`config.mk`:
```
export PLATFORM = sky130hd
export DESIGN_NAME = operand_feeder_flat
export DESIGN_NICKNAME = d
export VERILOG_FILES = /design/src/rtl/operand_feeder_pkg.sv /design/src/rtl/operand_feeder_if.sv /design/src/rtl/pair_fifo.sv /design/src/rtl/operand_feeder.sv /design/src/flat_wrapper.sv
export SDC_FILE = /design/constraint.sdc
export NUM_CORES = 1
export LEC_CHECK = 0
export CORE_UTILIZATION = 40
export DETAILED_ROUTE_END_ITERATION = 8
export GPL_TIMING_DRIVEN = 0
export PLACE_DENSITY = 0.66
export RECOVER_POWER = 25
export SLEW_MARGIN = 10
export SYNTH_ARGS = -nofsm -noshare
export SYNTH_HDL_FRONTEND = slang
export SYNTH_SLANG_ARGS = --single-unit
export TNS_END_PERCENT = 30
```
`constraint.sdc`:
```
create_clock -name clk -period 2.7 [get_ports clk]
set_input_delay 0.54 -clock clk [delete_from_list [all_inputs] [get_ports clk]]
set_output_delay 0.54 -clock clk [all_outputs]
set_load 0.01 [all_outputs]
```
`src/rtl/operand_feeder_pkg.sv`:
```
// Shared types and constants for the operand feeder: slot FSM states and the (a, b) pair layout.
package operand_feeder_pkg;

    localparam int OPERAND_WIDTH = 4;

    localparam logic [OPERAND_WIDTH-1:0] PAD_OPERAND = '0;

    typedef enum logic {
        SLOT_A,
        SLOT_B
    } feeder_state_t;

    typedef struct packed {
        logic [OPERAND_WIDTH-1:0] a;
        logic [OPERAND_WIDTH-1:0] b;
    } operand_pair_t;

endpackage

```
`src/rtl/operand_feeder_if.sv`:
```
// Nibble input stream, pair output stream and status for the operand feeder.
interface operand_feeder_if #(
    parameter int WIDTH = 4,
    parameter int DEPTH = 4
);
    logic                         flush;
    logic [WIDTH-1:0]             in_data;
    logic                         in_valid;
    logic                         in_last;
    logic                         in_ready;
    logic [WIDTH-1:0]             out_a;
    logic [WIDTH-1:0]             out_b;
    logic                         out_valid;
    logic                         out_ready;
    logic [$clog2(DEPTH+1)-1:0]   count;
    logic                         err_odd;

    modport master (
        output flush, in_data, in_valid, in_last, out_ready,
        input  in_ready, out_a, out_b, out_valid, count, err_odd
    );

    modport slave (
        input  flush, in_data, in_valid, in_last, out_ready,
        output in_ready, out_a, out_b, out_valid, count, err_odd
    );
endinterface

```
`src/rtl/pair_fifo.sv`:
```
// DEPTH-entry pair FIFO, read data straight from the head entry; push+pop while full is legal.
// Flush clears pointers and count next cycle; the caller gates push/pop with its handshakes.
module pair_fifo
    import operand_feeder_pkg::*;
#(
    parameter type T     = operand_pair_t,
    parameter int  DEPTH = 4
) (
    input  logic                       clk,
    input  logic                       rst_n,
    input  logic                       flush,
    input  logic                       push,
    input  logic                       pop,
    input  T                           wdata,
    output T                           rdata,
    output logic [$clog2(DEPTH+1)-1:0] count,
    output logic                       full,
    output logic                       empty
);
    localparam int PW = $clog2(DEPTH);
    localparam int CW = $clog2(DEPTH+1);

    T                mem [DEPTH];
    logic [PW-1:0]   wptr;
    logic [PW-1:0]   rptr;

    assign rdata = mem[rptr];
    assign full  = (count == CW'(DEPTH));
    assign empty = (count == '0);

    // DEPTH is a power of two, so the pointers wrap on their natural overflow.
    always_ff @(posedge clk or negedge rst_n) begin
        if (!rst_n) begin
            wptr  <= '0;
            rptr  <= '0;
            count <= '0;
            for (int i = 0; i < DEPTH; i++) begin
                mem[i] <= '0;
            end
        end else if (flush) begin
            wptr  <= '0;
            rptr  <= '0;
            count <= '0;
        end else begin
            if (push) begin
                mem[wptr] <= wdata;
                wptr      <= wptr + 1'b1;
            end
            if (pop) begin
                rptr <= rptr + 1'b1;
            end
            if (push && !pop) begin
                count <= count + CW'(1);
            end else if (pop && !push) begin
                count <= count - CW'(1);
            end
        end
    end

endmodule

```
`src/rtl/operand_feeder.sv`:
```
// Pairs a nibble stream into (a, b) operands, padding odd bursts with b = 0; pair visible 1 cycle after push.
// in_ready drops only when the FIFO is full and the consumer is not popping, or during flush.
module operand_feeder
    import operand_feeder_pkg::*;
#(
    parameter int WIDTH = OPERAND_WIDTH,
    parameter int DEPTH = 4
) (
    input  logic            clk,
    input  logic            rst_n,
    operand_feeder_if.slave bus
);
    localparam int CW = $clog2(DEPTH+1);

    typedef struct packed {
        logic [WIDTH-1:0] a;
        logic [WIDTH-1:0] b;
    } pair_t;

    feeder_state_t    state;
    logic [WIDTH-1:0] a_hold;
    logic             err_odd_q;

    logic             full;
    logic             empty;
    logic             accept;
    logic             push;
    logic             pop;
    pair_t            wr_pair;
    pair_t            head;
    logic [CW-1:0]    fifo_count;

    // Ready never looks at in_valid, so upstream can wait on it without a loop.
    assign bus.in_ready  = !bus.flush && (!full || bus.out_ready);
    assign bus.out_valid = !bus.flush && !empty;

    assign accept = bus.in_valid && bus.in_ready;
    assign pop    = bus.out_valid && bus.out_ready;
    assign push   = accept && ((state == SLOT_B) || bus.in_last);

    always_comb begin
        wr_pair = '0;
        if (state == SLOT_B) begin
            wr_pair.a = a_hold;
            wr_pair.b = bus.in_data;
        end else begin
            wr_pair.a = bus.in_data;
            wr_pair.b = WIDTH'(PAD_OPERAND);
        end
    end

    always_ff @(posedge clk or negedge rst_n) begin
        if (!rst_n) begin
            state     <= SLOT_A;
            a_hold    <= '0;
            err_odd_q <= 1'b0;
        end else if (bus.flush) begin
            state     <= SLOT_A;
            a_hold    <= '0;
            err_odd_q <= 1'b0;
        end else begin
            err_odd_q <= 1'b0;
            if (accept) begin
                if (state == SLOT_B) begin
                    state <= SLOT_A;
                end else if (bus.in_last) begin
                    err_odd_q <= 1'b1;
                end else begin
                    a_hold <= bus.in_data;
                    state  <= SLOT_B;
                end
            end
        end
    end

    pair_fifo #(
        .T     (pair_t),
        .DEPTH (DEPTH)
    ) u_pair_fifo (
        .clk   (clk),
        .rst_n (rst_n),
        .flush (bus.flush),
        .push  (push),
        .pop   (pop),
        .wdata (wr_pair),
        .rdata (head),
        .count (fifo_count),
        .full  (full),
        .empty (empty)
    );

    assign bus.out_a   = head.a;
    assign bus.out_b   = head.b;
    assign bus.count   = fifo_count;
    assign bus.err_odd = err_odd_q;

endmodule

```
`src/flat_wrapper.sv`:
```
// flat-port wrapper written by rule: the top's interface ports become plain ports
module operand_feeder_flat import operand_feeder_pkg::*;
#(
    parameter int WIDTH = OPERAND_WIDTH,
    parameter int DEPTH = 4
)
  (clk, rst_n, bus_flush, bus_in_data, bus_in_valid, bus_in_last, bus_out_ready, bus_in_ready, bus_out_a, bus_out_b, bus_out_valid, bus_count, bus_err_odd);
  operand_feeder_if #(.WIDTH(WIDTH), .DEPTH(DEPTH)) bus_i ();
  input  logic clk;
  input  logic rst_n;
  input wire logic [$bits(bus_i.flush)-1:0] bus_flush;
  input wire logic [$bits(bus_i.in_data)-1:0] bus_in_data;
  input wire logic [$bits(bus_i.in_valid)-1:0] bus_in_valid;
  input wire logic [$bits(bus_i.in_last)-1:0] bus_in_last;
  input wire logic [$bits(bus_i.out_ready)-1:0] bus_out_ready;
  output wire logic [$bits(bus_i.in_ready)-1:0] bus_in_ready;
  output wire logic [$bits(bus_i.out_a)-1:0] bus_out_a;
  output wire logic [$bits(bus_i.out_b)-1:0] bus_out_b;
  output wire logic [$bits(bus_i.out_valid)-1:0] bus_out_valid;
  output wire logic [$bits(bus_i.count)-1:0] bus_count;
  output wire logic [$bits(bus_i.err_odd)-1:0] bus_err_odd;
  assign bus_i.flush = bus_flush;
  assign bus_i.in_data = bus_in_data;
  assign bus_i.in_valid = bus_in_valid;
  assign bus_i.in_last = bus_in_last;
  assign bus_i.out_ready = bus_out_ready;
  assign bus_in_ready = bus_i.in_ready;
  assign bus_out_a = bus_i.out_a;
  assign bus_out_b = bus_i.out_b;
  assign bus_out_valid = bus_i.out_valid;
  assign bus_count = bus_i.count;
  assign bus_err_odd = bus_i.err_odd;
  operand_feeder #(.WIDTH(WIDTH), .DEPTH(DEPTH)) u_core (.clk(clk), .rst_n(rst_n), .bus(bus_i));
endmodule
```
### Word-level counts from Yosys, hierarchy flattened

Cells that the tools add are included.

| storage, ports and cells | value |
|---|---|
| register bits after elaboration | 45 |
| output and inout port bits | 14 |
| bits of input ports | 10 |
| logic and storage cells | 75 |

| operators by class | value |
|---|---|
| add/subtract/negate cells | 4 |
| reductions and logical operators | 22 |
| eq/ne operators | 3 |
| bitwise operators | 3 |
| mux-type cells | 26 |
| magnitude comparators | 3 |

Operators by type and width:

| operator | number |
|---|---|
| bitwise mux 32 bit | 1 |
| two-way mux 8 bit | 4 |
| binary-select mux 8 bit (select 2 bit) | 1 |
| demux 8 bit (select 2 bit) | 1 |
| two-way mux 4 bit | 4 |
| two-way mux 3 bit | 3 |
| logical AND 1 bit | 8 |
| two-way mux 1 bit | 8 |
| two-way mux 2 bit | 4 |
| greater-or-equal comparator 3 bit, second input constant | 2 |
| NOT 2 -> 3 bit | 2 |
| nonzero test 2 bit | 3 |
| logical NOT 1 bit | 5 |
| adder 2 x 1 -> 2 bit, second input constant | 2 |
| != test 2 bit, second input constant | 2 |
| adder 3 x 1 -> 3 bit, second input constant | 1 |
| equality test 3 bit, second input constant | 1 |
| logical NOT 3 bit | 1 |
| less-than comparator 3 x 1 -> 1 bit, second input constant | 1 |
| AND reduction 3 bit | 1 |
| nonzero test 3 bit | 1 |
| subtractor 3 x 1 -> 3 bit, second input constant | 1 |
| logical OR 1 bit | 2 |
| AND reduction 2 bit | 1 |
| NOT 1 bit | 1 |

### Logic depth before layout (Yosys ltp)

Gate-level depths: netlist (run 1).

| depth | value |
|---|---|
| depth in word-level cells | 11 |
| gate-level depth with buffers | 9 |
| mapped depth without buffers | 9 |

### Hierarchy

Synthesis (run 1) repeated with hierarchy kept, for this count alone.

| second synthesis, totals | value |
|---|---|
| cells, all modules | 156 |
| area, all modules | 2,411.1 sq um |

Modules (own cells, without submodules):

| module | seq. area each (sq um) | instances | area an instance (sq um) | cells an instance |
|---|---|---|---|---|
| pair_fifo | 975.9 | 1 | 2,000.7 | 120 |
| operand_feeder | 150.1 | 1 | 410.4 | 36 |

### Worst setup path after synthesis (run 1)

OpenSTA, ideal clock, no wires.

| path | value |
|---|---|
| kind | reg-to-reg |
| from | register u_core.u_pair_fifo.count[2] |
| to | register u_core.u_pair_fifo.count[1] |
| arrival | 2.230 ns |
| data required time | 2.622 ns |
| library setup time | 0.078 ns |
| path slack | 0.392 ns |
| stages on the path, launching flop included | 10 |
| path buffers | 1 |
| clock period less this slack | 2.308 ns |
| cells stage by stage | dfrtp_1 > clkbuf_1 > nor3_1 > nor2_1 > nor3_1 > fa_1 > nand2_1 > o21ai_0 > or3_2 > a21oi_1 |

| on the way | value |
|---|---|
| word-level cells in the longest chain between the ends | 9 |
| elaborated cells between the ends (all ways) | 17 |
| those cells by class | 1 x eq/ne; 2 x mux; 14 x reduce/logical |

Ends and longest elaborated chain:

| element | RTL line | RTL |
|---|---|---|
| from (decl) | pair_fifo.sv:16 | `output logic [$clog2(DEPTH+1)-1:0] count,` |
| from (signal assigned) | pair_fifo.sv:53 | `count <= count + CW'(1);` |
| from (signal assigned) | pair_fifo.sv:55 | `count <= count - CW'(1);` |
| equality test 3 bit | pair_fifo.sv:28 | `assign full = (count == CW'(DEPTH));` |
| logical NOT 1 bit | operand_feeder.sv:34 | `assign bus.in_ready = !bus.flush && (!full \|\| bus.out_ready);` |
| logical OR 1 bit | operand_feeder.sv:34 |  |
| logical AND 1 bit | operand_feeder.sv:34 |  |
| logical AND 1 bit | operand_feeder.sv:37 | `assign accept = bus.in_valid && bus.in_ready;` |
| logical AND 1 bit | operand_feeder.sv:39 | `assign push = accept && ((state == SLOT_B) \|\| bus.in_last);` |
| logical AND 1 bit / logical NOT 1 bit (equally long branches) | pair_fifo.sv:52, pair_fifo.sv:54 |  |
| two-way mux 3 bit / logical AND 1 bit (equally long branches) | pair_fifo.sv:52, pair_fifo.sv:54 |  |
| two-way mux 3 bit / nonzero test 3 bit (equally long branches) | n/a |  |

Several ways; a longest one is shown, not always the timed one.
A chain may end at the register's enable or synchronous reset.

### Final worst setup path (run 1)

| path | value |
|---|---|
| from | input port bus_out_ready |
| to | output port bus_in_ready |

| on the way | value |
|---|---|
| word-level cells in the longest chain between the ends | 2 |

Ends and longest elaborated chain:

| element | RTL line | RTL |
|---|---|---|
| from (decl) | flat_wrapper.sv:15 | `input wire logic [$bits(bus_i.out_ready)-1:0] bus_out_ready;` |
| logical OR 1 bit | operand_feeder.sv:34 |  |
| logical AND 1 bit | operand_feeder.sv:34 |  |
| to (decl) | flat_wrapper.sv:16 | `output wire logic [$bits(bus_i.in_ready)-1:0] bus_in_ready;` |

No other way between the ends.

==> impl_metrics.prom, run 1 <==
# TYPE chip_impl_metric gauge
chip_impl_info{name="status",value="finished clean"} 1
chip_impl_metric{name="post-dp-hpwl",unit="um"} 2970
chip_impl_metric{name="setup_viol_count_final",unit=""} 0
chip_impl_metric{name="clock_skew",unit="ns"} 0.0109
chip_impl_metric{name="async_set_or_reset_flop_fraction_in_the_synthesized_netlist",unit="%"} 100
chip_impl_metric{name="die_w",unit="um"} 79.7
chip_impl_metric{name="synth_sequential_area_ratio",unit="%"} 46.6
chip_impl_info{name="yosys-top-cells-area",value="sky130_fd_sc_hd__dfrtp_1 47%, sky130_fd_sc_hd__mux2_4 20%, sky130_fd_sc_hd__mux4_2 7.5%"} 1
chip_impl_metric{name="grt_max_degree",unit=""} 28
chip_impl_metric{name="worst_setup_hold_path_clk_slew",unit="ns"} 0.09
chip_impl_metric{name="drv_cap",unit=""} 0
chip_impl_metric{name="die-area",unit="um^2"} 6350
chip_impl_metric{name="fillCellCount",unit=""} 515
chip_impl_metric{name="synth.ff_latch_count",unit=""} 45
chip_impl_metric{name="critPathArrivalTime",unit="ns"} 2.06
chip_impl_info{name="unrepaired_setup_endpoints_after_global_routing",value="false"} 1
chip_impl_metric{name="cell_variety_after_synth",unit=""} 34
chip_impl_metric{name="initial_core_util",unit="%"} 42.5
chip_impl_metric{name="pwr_density_cell",unit="nW/um^2"} 612
chip_impl_metric{name="postRouteWirelength",unit="um"} 4450
chip_impl_metric{name="ir_worst_vdd",unit="V"} 0.000301
chip_impl_metric{name="grt_antenna_before_repair",unit=""} 0
chip_impl_metric{name="period_minus_slack",unit="ns"} 2.60
chip_impl_metric{name="max_freq",unit="MHz"} 385
chip_impl_info{name="critPathKind",value="in -> out"} 1
chip_impl_info{name="regToRegStartpoint",value="u_core.u_pair_fifo.count[2]"} 1
chip_impl_metric{name="grt-ovfl-total",unit=""} 0
chip_impl_info{name="synth_top_flop_cell",value="sky130_fd_sc_hd__dfrtp_1"} 1
chip_impl_metric{name="finalWeightedCongestion",unit=""} 0.758
chip_impl_metric{name="grt_use_total",unit="%"} 15.8
chip_impl_info{name="top_layer_used",value="met4"} 1
chip_impl_metric{name="design.portCount",unit=""} 24
chip_impl_metric{name="fp-row-count",unit=""} 27
chip_impl_info{name="end_kind",value="output pin"} 1
chip_impl_metric{name="number_of_flops_mapped_to_enable_cells_by_yosys",unit=""} 0
chip_impl_metric{name="timing_worst_slew_pin_value",unit="ns"} 1.24
chip_impl_metric{name="crit_required",unit="ns"} 2.16
chip_impl_metric{name="sw_frac_of_total",unit="%"} 29.0
chip_impl_info{name="rr_endpoint",value="u_core.u_pair_fifo.count[1]"} 1
chip_impl_metric{name="timing.final.crit_share",unit="%"} 96.1
chip_impl_metric{name="route.layer.met1.wl",unit="um"} 2260
chip_impl_info{name="synth_common_cells",value="45 x sky130_fd_sc_hd__dfrtp_1, 32 x sky130_fd_sc_hd__mux2_4, 9 x sky130_fd_sc_hd__mux2_2, 9 x sky130_fd_sc_hd__nor2_1"} 1
chip_impl_metric{name="routed-via-count",unit=""} 1374
chip_impl_metric{name="p_int",unit="mW"} 1.24
chip_impl_metric{name="cts_max_path_buffers",unit=""} 2
chip_impl_metric{name="totalNegativeSetupSlack",unit="ns"} 0
chip_impl_metric{name="reg2reg_depth",unit=""} 9
chip_impl_metric{name="clkLatencyLatePin",unit="ns"} 0.31
chip_impl_metric{name="syn_area",unit="um^2"} 2410
chip_impl_metric{name="layout.nets",unit=""} 219
chip_impl_metric{name="buffer_ports.inserted",unit=""} 23
chip_impl_metric{name="placeableCoreArea",unit="um^2"} 5680
chip_impl_metric{name="cts-buffers-inserted",unit=""} 5
chip_impl_metric{name="seqPwrFrac",unit="%"} 46.0
chip_impl_metric{name="met2_wirelength",unit="um"} 1960
chip_impl_info{name="post-synth-top-count-cell",value="sky130_fd_sc_hd__dfrtp_1"} 1
chip_impl_metric{name="slew_headroom",unit="%"} 17.5
chip_impl_metric{name="multi_input_comb_area",unit="um^2"} 1200
chip_impl_metric{name="post_drt_via_cell_ratio",unit=""} 4.96
chip_impl_metric{name="drt.antenna.violating_nets",unit=""} 0
chip_impl_metric{name="sink_count_of_the_clock_tree",unit=""} 45
chip_impl_metric{name="crit_fanout",unit=""} 3
chip_impl_metric{name="wire_length_of_the_first_global_routing_pass",unit="um"} 7290
chip_impl_metric{name="drive_above_1_share",unit="%"} 35.1
chip_impl_info{name="worstSetupStartpointType",value="primary input"} 1
chip_impl_info{name="timing.hold.worst.class",value="in -> async"} 1
chip_impl_metric{name="p_leak",unit="nW"} 1.26
chip_impl_info{name="tritoncts",value="done"} 1
chip_impl_metric{name="relative_contribution_of_combinational_cells_to_total_power",unit="%"} 29.3
chip_impl_info{name="synth_top_cell_by_area",value="sky130_fd_sc_hd__dfrtp_1"} 1
chip_impl_metric{name="clock_tree.htree_level_count",unit=""} 2
chip_impl_metric{name="slew_violations",unit=""} 0
chip_impl_metric{name="clockPowerShare",unit="%"} 24.6
chip_impl_metric{name="net-switching-power",unit="mW"} 0.503
chip_impl_metric{name="wl_per_cell",unit="um"} 16.1
chip_impl_metric{name="routed_wl_met3",unit="um"} 182
chip_impl_metric{name="drt_pre_antenna_iters",unit=""} 4
chip_impl_metric{name="postCtsHoldBufs",unit=""} 0
chip_impl_metric{name="layout.area.seq",unit="um^2"} 1130
chip_impl_metric{name="post_route_drc",unit=""} 0
chip_impl_metric{name="flow.area_growth_from_synthesis",unit="%"} 17.6
chip_impl_metric{name="fp.dieH",unit="um"} 79.7
chip_impl_metric{name="synth.avg_cell_area",unit="um^2"} 14.0
chip_impl_metric{name="ys_warn_count",unit=""} 0
chip_impl_info{name="ctsRootBufferMaster",value="sky130_fd_sc_hd__clkbuf_8"} 1
chip_impl_metric{name="timing.reg2reg.setup_slack",unit="ns"} 0.31
chip_impl_metric{name="final_core_util",unit="%"} 50.0
chip_impl_metric{name="syn_inst",unit=""} 173
chip_impl_metric{name="timing.final.hold_violations",unit=""} 0
chip_impl_metric{name="postSynthNetCount",unit=""} 188
chip_impl_metric{name="first_global_vias",unit=""} 1406
chip_impl_metric{name="dr.first_iter.drc_count",unit=""} 62
chip_impl_metric{name="antenna_cells",unit=""} 0
chip_impl_metric{name="synth.top_cell.area_share",unit="%"} 46.6
through the flow:
stage / power [mW] / hold WS, ns / worst slack, ns / area (um^2) / std cells
after detailed placement: 1.33 / 0.492 / -0.367 / 2750 / 269
after floorplan: 1.14 / 0.244 / 0.392 / 2410 / 173
final: 1.74 / 0.343 / 0.105 / 2840 / 277
after global routing: 1.84 / 0.429 / 0.00747 / 2840 / 277
after CTS: 1.75 / 0.173 / 0.0626 / 2840 / 277
after global placement: 1.32 / 0.486 / -0.364 / 2740 / 268
registers in the layout, summed over array words and instances (netlist names):
signal,count
u_core.u_pair_fifo.mem,32
u_core.a_hold,4
u_core.u_pair_fifo.count,3
u_core.u_pair_fifo.rptr,2
u_core.u_pair_fifo.wptr,2
u_core.bus.err_odd,1
u_core.state,1
metal layers:
layer / up-vias / track usage [%]
met5: - / 0
met4: 0 / 4.91
met3: 6 / 5.03
met2: 23 / 23.5
met1: 676 / 21.7
li1: 669 / -
what timing repair did:
| action | in CTS | in global routing |
|---|---|---|
| gates resized for setup | 2 | 5 |
| setup endpoints to repair | 4 | 4 |
| setup buffers | 0 | 0 |
how the worst max path moves through the flow:
stage / startpoint / end / slack (ns) / depth (start not counted)
2_1_floorplan: u_core.u_pair_fifo.count[2] / u_core.u_pair_fifo.count[1] / 0.39 / 9
3_3_place_gp: bus_flush / u_core.u_pair_fifo.count[1] / -0.36 / 8
3_5_place_dp: bus_flush / u_core.u_pair_fifo.count[2] / -0.37 / 7
4_1_cts: bus_flush / u_core.u_pair_fifo.count[1] / 0.06 / 8
5_1_grt: bus_out_ready / bus_in_ready / 0.007 / 4
6_report: bus_out_ready / bus_in_ready / 0.10 / 4
cells in the final DEF, fill, tap and decap left out, types with 2 or more instances in the layout:
| master | n |
|---|---|
| sky130_fd_sc_hd__mux2_2 | 9 |
| sky130_fd_sc_hd__nor3_1 | 2 |
| sky130_fd_sc_hd__clkinvlp_4 | 2 |
| sky130_fd_sc_hd__buf_6 | 4 |
| sky130_fd_sc_hd__nand3_1 | 2 |
| sky130_fd_sc_hd__mux2_4 | 32 |
| sky130_fd_sc_hd__clkbuf_1 | 4 |
| sky130_fd_sc_hd__o21ai_0 | 3 |
| sky130_fd_sc_hd__clkbuf_8 | 5 |
| sky130_fd_sc_hd__clkdlybuf4s50_1 | 21 |
| sky130_fd_sc_hd__nor2_1 | 9 |
| sky130_fd_sc_hd__dfrtp_1 | 45 |
| sky130_fd_sc_hd__xnor2_1 | 3 |
| sky130_fd_sc_hd__a21oi_1 | 3 |
| sky130_fd_sc_hd__clkbuf_2 | 2 |
| sky130_fd_sc_hd__or3_2 | 2 |
| sky130_fd_sc_hd__buf_2 | 3 |
| sky130_fd_sc_hd__inv_1 | 6 |
| sky130_fd_sc_hd__ha_1 | 4 |
| sky130_fd_sc_hd__xor2_1 | 2 |
| sky130_fd_sc_hd__mux4_2 | 8 |
| sky130_fd_sc_hd__nand2_1 | 5 |
| sky130_fd_sc_hd__nor2b_1 | 4 |
| sky130_fd_sc_hd__and2_1 | 8 |
critical path, cell delays in order:
cell                              delay (ns)
sky130_fd_sc_hd__clkdlybuf4s50_1        0.50
sky130_fd_sc_hd__inv_1                  0.10
sky130_fd_sc_hd__a31oi_1                0.31
sky130_fd_sc_hd__clkdlybuf4s50_1        0.60
kinds of logic after synthesis:
kind of cell               after synthesis  share of synthesized area, %
AOI/OAI and AO/OA                       13                          4.30
xor gates and xnor gates                 5                          1.81
adders and majority gates                5                          2.90
buffers and inverters                   17                          3.99
DFF                                     45                          46.6
muxes                                   50                          32.0
and+or+nand+nor                         38                          8.39
power by group through the flow:
stage | sequential, mW | combinational [mW] | clock (mW)
5_1_grt | 0.813 | 0.555 | 0.470
3_5_place_dp | 0.812 | 0.516 | 0
6_report | 0.800 | 0.510 | 0.428
4_1_cts | 0.800 | 0.519 | 0.431
3_3_place_gp | 0.812 | 0.506 | 0
2_1_floorplan | 0.802 | 0.339 | 0
area by class of cell:
cell class,instances,share of cell area [%]
repair buffers,24,8.41
well taps,72,3.17
clock buffers,6,2.56
flip-flops and latches,45,39.6
plain buffers,11,2.73
inverters,6,0.793
multi-input cells,111,42.2
clock inverters,2,0.529
Note: power is estimated with default switching activity, not from simulation.
==> inputs of run 2 (changes only) <==
- HOLD_SLACK_MARGIN: unset -> 0.05
- SETUP_SLACK_MARGIN: unset -> 0.15
==> impl_metrics.prom, run 2 (synthesis results as in run 1) <==
# TYPE chip_impl_metric gauge
chip_impl_info{name="status",value="finished clean"} 1
chip_impl_metric{name="cts-buffers-inserted",unit=""} 5
chip_impl_info{name="regToRegStartpoint",value="u_core.u_pair_fifo.count[2]"} 1
chip_impl_metric{name="drive_above_1_share",unit="%"} 36.1
chip_impl_metric{name="first_global_vias",unit=""} 1406
chip_impl_metric{name="fp.dieH",unit="um"} 79.7
chip_impl_metric{name="number_of_buffers_added_for_setup_after_cts",unit=""} 0
chip_impl_metric{name="slew_violations",unit=""} 0
chip_impl_metric{name="routed-via-count",unit=""} 1393
chip_impl_info{name="most-common-layout-cells",value="45 x sky130_fd_sc_hd__dfrtp_1, 32 x sky130_fd_sc_hd__mux2_4, 20 x sky130_fd_sc_hd__clkdlybuf4s50_1, 9 x sky130_fd_sc_hd__nor2_1, 9 x sky130_fd_sc_hd__mux2_2"} 1
chip_impl_metric{name="net-switching-power",unit="mW"} 0.508
chip_impl_info{name="unrepaired_setup_endpoints_after_global_routing",value="true"} 1
chip_impl_metric{name="timing.final.hold_violations",unit=""} 0
chip_impl_info{name="worstSetupStartpointType",value="register"} 1
chip_impl_metric{name="clock_tree.htree_level_count",unit=""} 2
chip_impl_metric{name="worst_setup_hold_path_clk_slew",unit="ns"} 0.09
chip_impl_metric{name="fp-row-count",unit=""} 27
chip_impl_metric{name="post_route_drc",unit=""} 0
chip_impl_metric{name="grt_max_degree",unit=""} 28
chip_impl_metric{name="p_leak",unit="nW"} 1.27
chip_impl_metric{name="cpPeakStageDelay",unit="ns"} 0.54
chip_impl_metric{name="design.portCount",unit=""} 24
chip_impl_metric{name="drt.antenna.violating_nets",unit=""} 0
chip_impl_metric{name="worst-path-buf-inv",unit=""} 2
chip_impl_metric{name="post-dp-hpwl",unit="um"} 2970
chip_impl_info{name="timing.hold.worst.class",value="in -> async"} 1
chip_impl_metric{name="sink_count_of_the_clock_tree",unit=""} 45
chip_impl_metric{name="route.layer.met1.wl",unit="um"} 2220
chip_impl_metric{name="die_w",unit="um"} 79.7
chip_impl_metric{name="timing.final.crit_share",unit="%"} 91.5
chip_impl_metric{name="number_of_flip_flops_under_the_largest_register_name",unit=""} 32
chip_impl_info{name="layout_top_registers",value="u_core.u_pair_fifo.mem x32, u_core.a_hold x4, u_core.u_pair_fifo.count x3"} 1
chip_impl_metric{name="ir_worst_vdd",unit="V"} 0.000309
chip_impl_metric{name="drt_pre_antenna_iters",unit=""} 4
chip_impl_metric{name="die-area",unit="um^2"} 6350
chip_impl_metric{name="buffer_ports.inserted",unit=""} 23
chip_impl_metric{name="layout.cell_area.non_filler",unit="um^2"} 2870
chip_impl_metric{name="critPathArrivalTime",unit="ns"} 1.93
chip_impl_metric{name="crit_required",unit="ns"} 2.16
chip_impl_metric{name="grt_use_total",unit="%"} 15.8
chip_impl_metric{name="seqPwrFrac",unit="%"} 45.8
chip_impl_metric{name="reg2reg_depth",unit=""} 9
chip_impl_info{name="top_layer_used",value="met4"} 1
chip_impl_metric{name="setup_viol_count_final",unit=""} 0
chip_impl_info{name="tritoncts",value="done"} 1
chip_impl_metric{name="sw_frac_of_total",unit="%"} 29.1
chip_impl_info{name="ctsRootBufferMaster",value="sky130_fd_sc_hd__clkbuf_8"} 1
chip_impl_metric{name="flow.area_growth_from_synthesis",unit="%"} 18.8
chip_impl_metric{name="timing.reg2reg.setup_slack",unit="ns"} 0.30
chip_impl_metric{name="clkLatencyLatePin",unit="ns"} 0.31
chip_impl_info{name="top_register_by_number_of_flip_flops",value="u_core.u_pair_fifo.mem"} 1
chip_impl_metric{name="period_minus_slack",unit="ns"} 2.47
chip_impl_info{name="slowest_stage",value="sky130_fd_sc_hd__mux4_2"} 1
chip_impl_metric{name="dr.first_iter.drc_count",unit=""} 73
chip_impl_metric{name="wl_per_cell",unit="um"} 16.1
chip_impl_metric{name="routed_wl_met3",unit="um"} 200
chip_impl_metric{name="layout.nets",unit=""} 219
chip_impl_metric{name="finalWeightedCongestion",unit=""} 0.758
chip_impl_metric{name="finalPower",unit="mW"} 1.75
chip_impl_metric{name="pwr_density_cell",unit="nW/um^2"} 609
chip_impl_metric{name="relative_contribution_of_combinational_cells_to_total_power",unit="%"} 29.6
chip_impl_info{name="leading_cell_type_in_the_layout_fill_and_taps_excluded",value="sky130_fd_sc_hd__dfrtp_1"} 1
chip_impl_metric{name="antenna_cells",unit=""} 0
chip_impl_metric{name="max_freq",unit="MHz"} 405
chip_impl_metric{name="cts_max_path_buffers",unit=""} 2
chip_impl_info{name="cells_traversed_along_the_worst_timing_path",value="clkbuf_2, mux4_2, clkdlybuf4s50_1"} 1
chip_impl_metric{name="postPlaceCellArea",unit="um^2"} 2750
chip_impl_metric{name="clock_skew",unit="ns"} 0.0100
chip_impl_metric{name="met2_wirelength",unit="um"} 2000
chip_impl_info{name="critPathKind",value="reg -> out"} 1
chip_impl_metric{name="post_drt_via_cell_ratio",unit=""} 5.03
chip_impl_info{name="rr_endpoint",value="u_core.u_pair_fifo.count[1]"} 1
chip_impl_metric{name="p_int",unit="mW"} 1.24
chip_impl_info{name="end_kind",value="output pin"} 1
chip_impl_info{name="critPathTopFamily",value="buffers and inverters"} 1
chip_impl_metric{name="grt-ovfl-total",unit=""} 0
chip_impl_metric{name="postRouteWirelength",unit="um"} 4470
chip_impl_metric{name="drv_cap",unit=""} 0
chip_impl_metric{name="timing_worst_slew_pin_value",unit="ns"} 1.24
chip_impl_metric{name="wire_length_of_the_first_global_routing_pass",unit="um"} 7290
chip_impl_metric{name="grt_antenna_before_repair",unit=""} 0
chip_impl_metric{name="slew_headroom",unit="%"} 17.4
chip_impl_metric{name="clockPowerShare",unit="%"} 24.5
chip_impl_metric{name="crit_fanout",unit=""} 9
chip_impl_metric{name="final_core_util",unit="%"} 50.6
chip_impl_metric{name="initial_core_util",unit="%"} 42.5
chip_impl_metric{name="postCtsHoldBufs",unit=""} 0
chip_impl_metric{name="placeableCoreArea",unit="um^2"} 5680
==> run 2: power by group through the flow <==
stage	Sequential, mW	Clock (mW)	Combinational, mW
2_1_floorplan	0.802	0	0.339
3_3_place_gp	0.812	0	0.506
3_5_place_dp	0.812	0	0.516
4_1_cts	0.800	0.431	0.518
5_1_grt	0.814	0.470	0.564
6_report	0.801	0.429	0.517
==> run 2: layout make-up <==
| class | count | area (um^2) |
|---|---|---|
| clock inverter | 2 | 15.0 |
| sequential | 45 | 1130 |
| multi-input combinational | 111 | 1220 |
| clock buffer | 6 | 72.6 |
| timing repair buffer | 24 | 238 |
| inverter | 6 | 22.5 |
| fill | 509 | 2810 |
| tap | 72 | 90.1 |
| buffer | 11 | 88.8 |
==> run 2: worst max path at each step <==
stage | end | slack (ns) | cells after the start | startpoint
after floorplan | u_core.u_pair_fifo.count[1] | 0.39 | 9 | u_core.u_pair_fifo.count[2]
after CTS | bus_in_ready | 0.13 | 4 | bus_out_ready
final | bus_out_a[2] | 0.23 | 3 | u_core.u_pair_fifo.rptr[1]
after detailed placement | u_core.u_pair_fifo.count[2] | -0.37 | 7 | bus_flush
after global placement | u_core.u_pair_fifo.count[1] | -0.36 | 8 | bus_flush
after global routing | u_core.u_pair_fifo.count[1] | 0.09 | 10 | bus_out_ready
==> run 2: what timing repair did <==
item	4_1_cts	5_1_grt
endpoints found under the setup margin	12	11
gates resized for setup	4	12
pin swaps	0	2
==> run 2: through the flow <==
| stage | worst slack (ns) | cells | hold slack (ns) | setup TNS (ns) |
|---|---|---|---|---|
| global route | 0.0949 | 277 | 0.429 | 0 |
| finish | 0.230 | 277 | 0.344 | 0 |
| floorplan | 0.392 | 173 | 0.244 | 0 |
| CTS | 0.129 | 277 | 0.173 | 0 |
| global placement | -0.364 | 268 | 0.486 | -7.96 |
| detailed placement | -0.367 | 269 | 0.492 | -0.792 |
==> run 2: layer usage <==
metal	global-route usage (%)	vias up
met2	23.5	26
met5	0	-
met1	21.7	689
met3	5.03	6
li1	-	672
met4	4.91	0
==> inputs of run 3 (changes only) <==
- CAP_MARGIN: unset -> 20
- clock period: 2.7 -> 2.51 ns (I/O delays scaled with it)
==> impl_metrics.prom, run 3 (synthesis results as in run 1) <==
# TYPE chip_impl_metric gauge
chip_impl_info{name="regToRegStartpoint",value="u_core.u_pair_fifo.count[0]"} 1
chip_impl_metric{name="cts-buffers-inserted",unit=""} 5
chip_impl_metric{name="timing.final.crit_share",unit="%"} 92.5
chip_impl_metric{name="design.portCount",unit=""} 24
chip_impl_metric{name="buffer_ports.inserted",unit=""} 23
chip_impl_metric{name="grt_max_degree",unit=""} 28
chip_impl_metric{name="critPathArrivalTime",unit="ns"} 1.82
chip_impl_info{name="worstSetupStartpointType",value="register"} 1
chip_impl_metric{name="drt_pre_antenna_iters",unit=""} 4
chip_impl_metric{name="post_drt_via_cell_ratio",unit=""} 5.03
chip_impl_info{name="critPathKind",value="reg -> out"} 1
chip_impl_metric{name="drive_above_1_share",unit="%"} 39.0
chip_impl_metric{name="grt_use_total",unit="%"} 16.0
chip_impl_metric{name="die_w",unit="um"} 79.7
chip_impl_metric{name="cts_max_path_buffers",unit=""} 2
chip_impl_info{name="status",value="finished clean"} 1
chip_impl_metric{name="postRouteWirelength",unit="um"} 4590
chip_impl_metric{name="placeableCoreArea",unit="um^2"} 5680
chip_impl_info{name="ctsRootBufferMaster",value="sky130_fd_sc_hd__clkbuf_8"} 1
chip_impl_metric{name="initial_core_util",unit="%"} 42.5
chip_impl_metric{name="max_freq",unit="MHz"} 431
chip_impl_metric{name="worst_hold_slack",unit="ns"} 0.342
chip_impl_metric{name="p_leak",unit="nW"} 1.32
chip_impl_metric{name="post_route_drc",unit=""} 0
chip_impl_metric{name="fp-row-count",unit=""} 27
chip_impl_metric{name="timing_worst_slew_pin_value",unit="ns"} 1.03
chip_impl_metric{name="pwr_density_cell",unit="nW/um^2"} 653
chip_impl_metric{name="period_minus_slack",unit="ns"} 2.32
chip_impl_metric{name="setup_viol_count_final",unit=""} 0
chip_impl_info{name="top_register_by_number_of_flip_flops",value="u_core.u_pair_fifo.mem"} 1
chip_impl_metric{name="clock_skew",unit="ns"} 0.0103
chip_impl_metric{name="grt-ovfl-total",unit=""} 0
chip_impl_metric{name="wl_per_cell",unit="um"} 16.3
chip_impl_metric{name="ir_worst_vdd",unit="V"} 0.000338
chip_impl_metric{name="crit_required",unit="ns"} 2.01
chip_impl_metric{name="pre_cts_slack",unit="ns"} -0.519
chip_impl_metric{name="slew_headroom",unit="%"} 31.1
chip_impl_metric{name="number_of_flip_flops_under_the_largest_register_name",unit=""} 32
chip_impl_metric{name="flow.area_growth_from_synthesis",unit="%"} 22.1
chip_impl_info{name="timing.hold.worst.class",value="in -> async"} 1
chip_impl_metric{name="slew_violations",unit=""} 0
chip_impl_metric{name="finalWeightedCongestion",unit=""} 0.758
chip_impl_metric{name="postCtsHoldBufs",unit=""} 0
chip_impl_info{name="timing.critical_path.from",value="u_core.u_pair_fifo.rptr[0]"} 1
chip_impl_metric{name="antenna_cells",unit=""} 0
chip_impl_info{name="tritoncts",value="done"} 1
chip_impl_metric{name="clock_tree.htree_level_count",unit=""} 2
chip_impl_metric{name="fp.dieH",unit="um"} 79.7
chip_impl_metric{name="post-dp-hpwl",unit="um"} 2970
chip_impl_info{name="leading_cell_type_in_the_layout_fill_and_taps_excluded",value="sky130_fd_sc_hd__dfrtp_1"} 1
chip_impl_metric{name="crit_fanout",unit=""} 10
chip_impl_metric{name="drt.antenna.violating_nets",unit=""} 0
chip_impl_metric{name="die-area",unit="um^2"} 6350
chip_impl_metric{name="drv_cap",unit=""} 0
chip_impl_metric{name="clkLatencyLatePin",unit="ns"} 0.31
chip_impl_metric{name="timing.final.hold_violations",unit=""} 0
chip_impl_metric{name="dr.first_iter.drc_count",unit=""} 80
chip_impl_metric{name="first_global_vias",unit=""} 1435
chip_impl_info{name="layout_top_registers",value="u_core.u_pair_fifo.mem x32, u_core.a_hold x4, u_core.u_pair_fifo.count x3"} 1
chip_impl_metric{name="post-route-worst-setup-slack",unit="ns"} 0.187
chip_impl_metric{name="wire_length_of_the_first_global_routing_pass",unit="um"} 7420
chip_impl_metric{name="worst_setup_hold_path_clk_slew",unit="ns"} 0.09
chip_impl_info{name="most-common-layout-cells",value="44 x sky130_fd_sc_hd__dfrtp_1, 32 x sky130_fd_sc_hd__mux2_4, 17 x sky130_fd_sc_hd__clkdlybuf4s50_1, 9 x sky130_fd_sc_hd__nor2_1, 9 x sky130_fd_sc_hd__mux2_2"} 1
chip_impl_info{name="unrepaired_setup_endpoints_after_global_routing",value="true"} 1
chip_impl_metric{name="routed-via-count",unit=""} 1418
chip_impl_metric{name="grt_antenna_before_repair",unit=""} 0
chip_impl_info{name="end_kind",value="output pin"} 1
chip_impl_metric{name="sink_count_of_the_clock_tree",unit=""} 45
chip_impl_metric{name="layout.nets",unit=""} 224
==> run 3: cell types whose count changed in the layout (fill, tap and decap cells not counted), moves of 2 or more <==
cell,before,now
sky130_fd_sc_hd__nor3_2,2,0
sky130_fd_sc_hd__buf_4,0,6
sky130_fd_sc_hd__nor3_4,0,2
sky130_fd_sc_hd__clkdlybuf4s50_1,20,17
==> run 3: stage by stage <==
step                      setup TNS, ns  std cells  cell area [um^2]  total power [mW]  util, %
after CTS                             0        279              2890              1.91     51.0
after global routing                  0        282              2950              2.03     51.9
after floorplan                       0        173              2410              1.23        -
after global placement           -15.21        268              2740              1.42     48.2
final                                 0        282              2950              1.93     51.9
after detailed placement          -1.25        269              2750              1.43     48.5
==> run 3: area by class of cell <==
type | count | area (um^2)
clock buffers | 6 | 72.6
inverters | 6 | 22.5
well taps | 72 | 90.1
flip-flops and latches | 45 | 1130
clock inverters | 2 | 15.0
plain buffers | 11 | 103
fillers | 499 | 2730
multi-input cells | 111 | 1230
repair buffers | 29 | 284
==> run 3: timing repair <==
item,in CTS,in global routing
setup buffers,2,3
gates resized for setup,16,11
pin swaps,2,2
endpoints found under the setup margin,12,10
==> run 3: final timing paths <==
kind                       slack, ns                          end  cells after the start
max reg2reg                     0.26  u_core.u_pair_fifo.count[1]                      9
min reg2reg                     0.51   u_core.u_pair_fifo.mem[10]                      1
max                             0.19                 bus_out_a[3]                      3
min in group clk                0.51   u_core.u_pair_fifo.mem[10]                      1
min                             0.34   u_core.u_pair_fifo.mem[11]                      1
max in group asynchronous       1.46  u_core.u_pair_fifo.count[1]                      2
==> run 3: per-layer routing <==
metal  up-vias  part of all wire (%)  GRT usage (%)
met3         8                   4.3           5.03
met4         0                   1.5           5.45
li1        680                     -              -
met1       702                    50           21.9
met5         -                     0              0
met2        28                    44           23.8
==> run 3: critical path: stages, from the launching register on <==
cell                              delay, ns
sky130_fd_sc_hd__dfrtp_1               0.36
sky130_fd_sc_hd__buf_8                 0.17
sky130_fd_sc_hd__mux4_2                0.50
sky130_fd_sc_hd__clkdlybuf4s50_1       0.49
==> run 3: power breakdown <==
part | leakage [nW] | switching, mW | internal (mW)
combinational | 0.674 | 0.239 | 0.356
clock | 0.0374 | 0.266 | 0.197
sequential | 0.608 | 0.0600 | 0.808
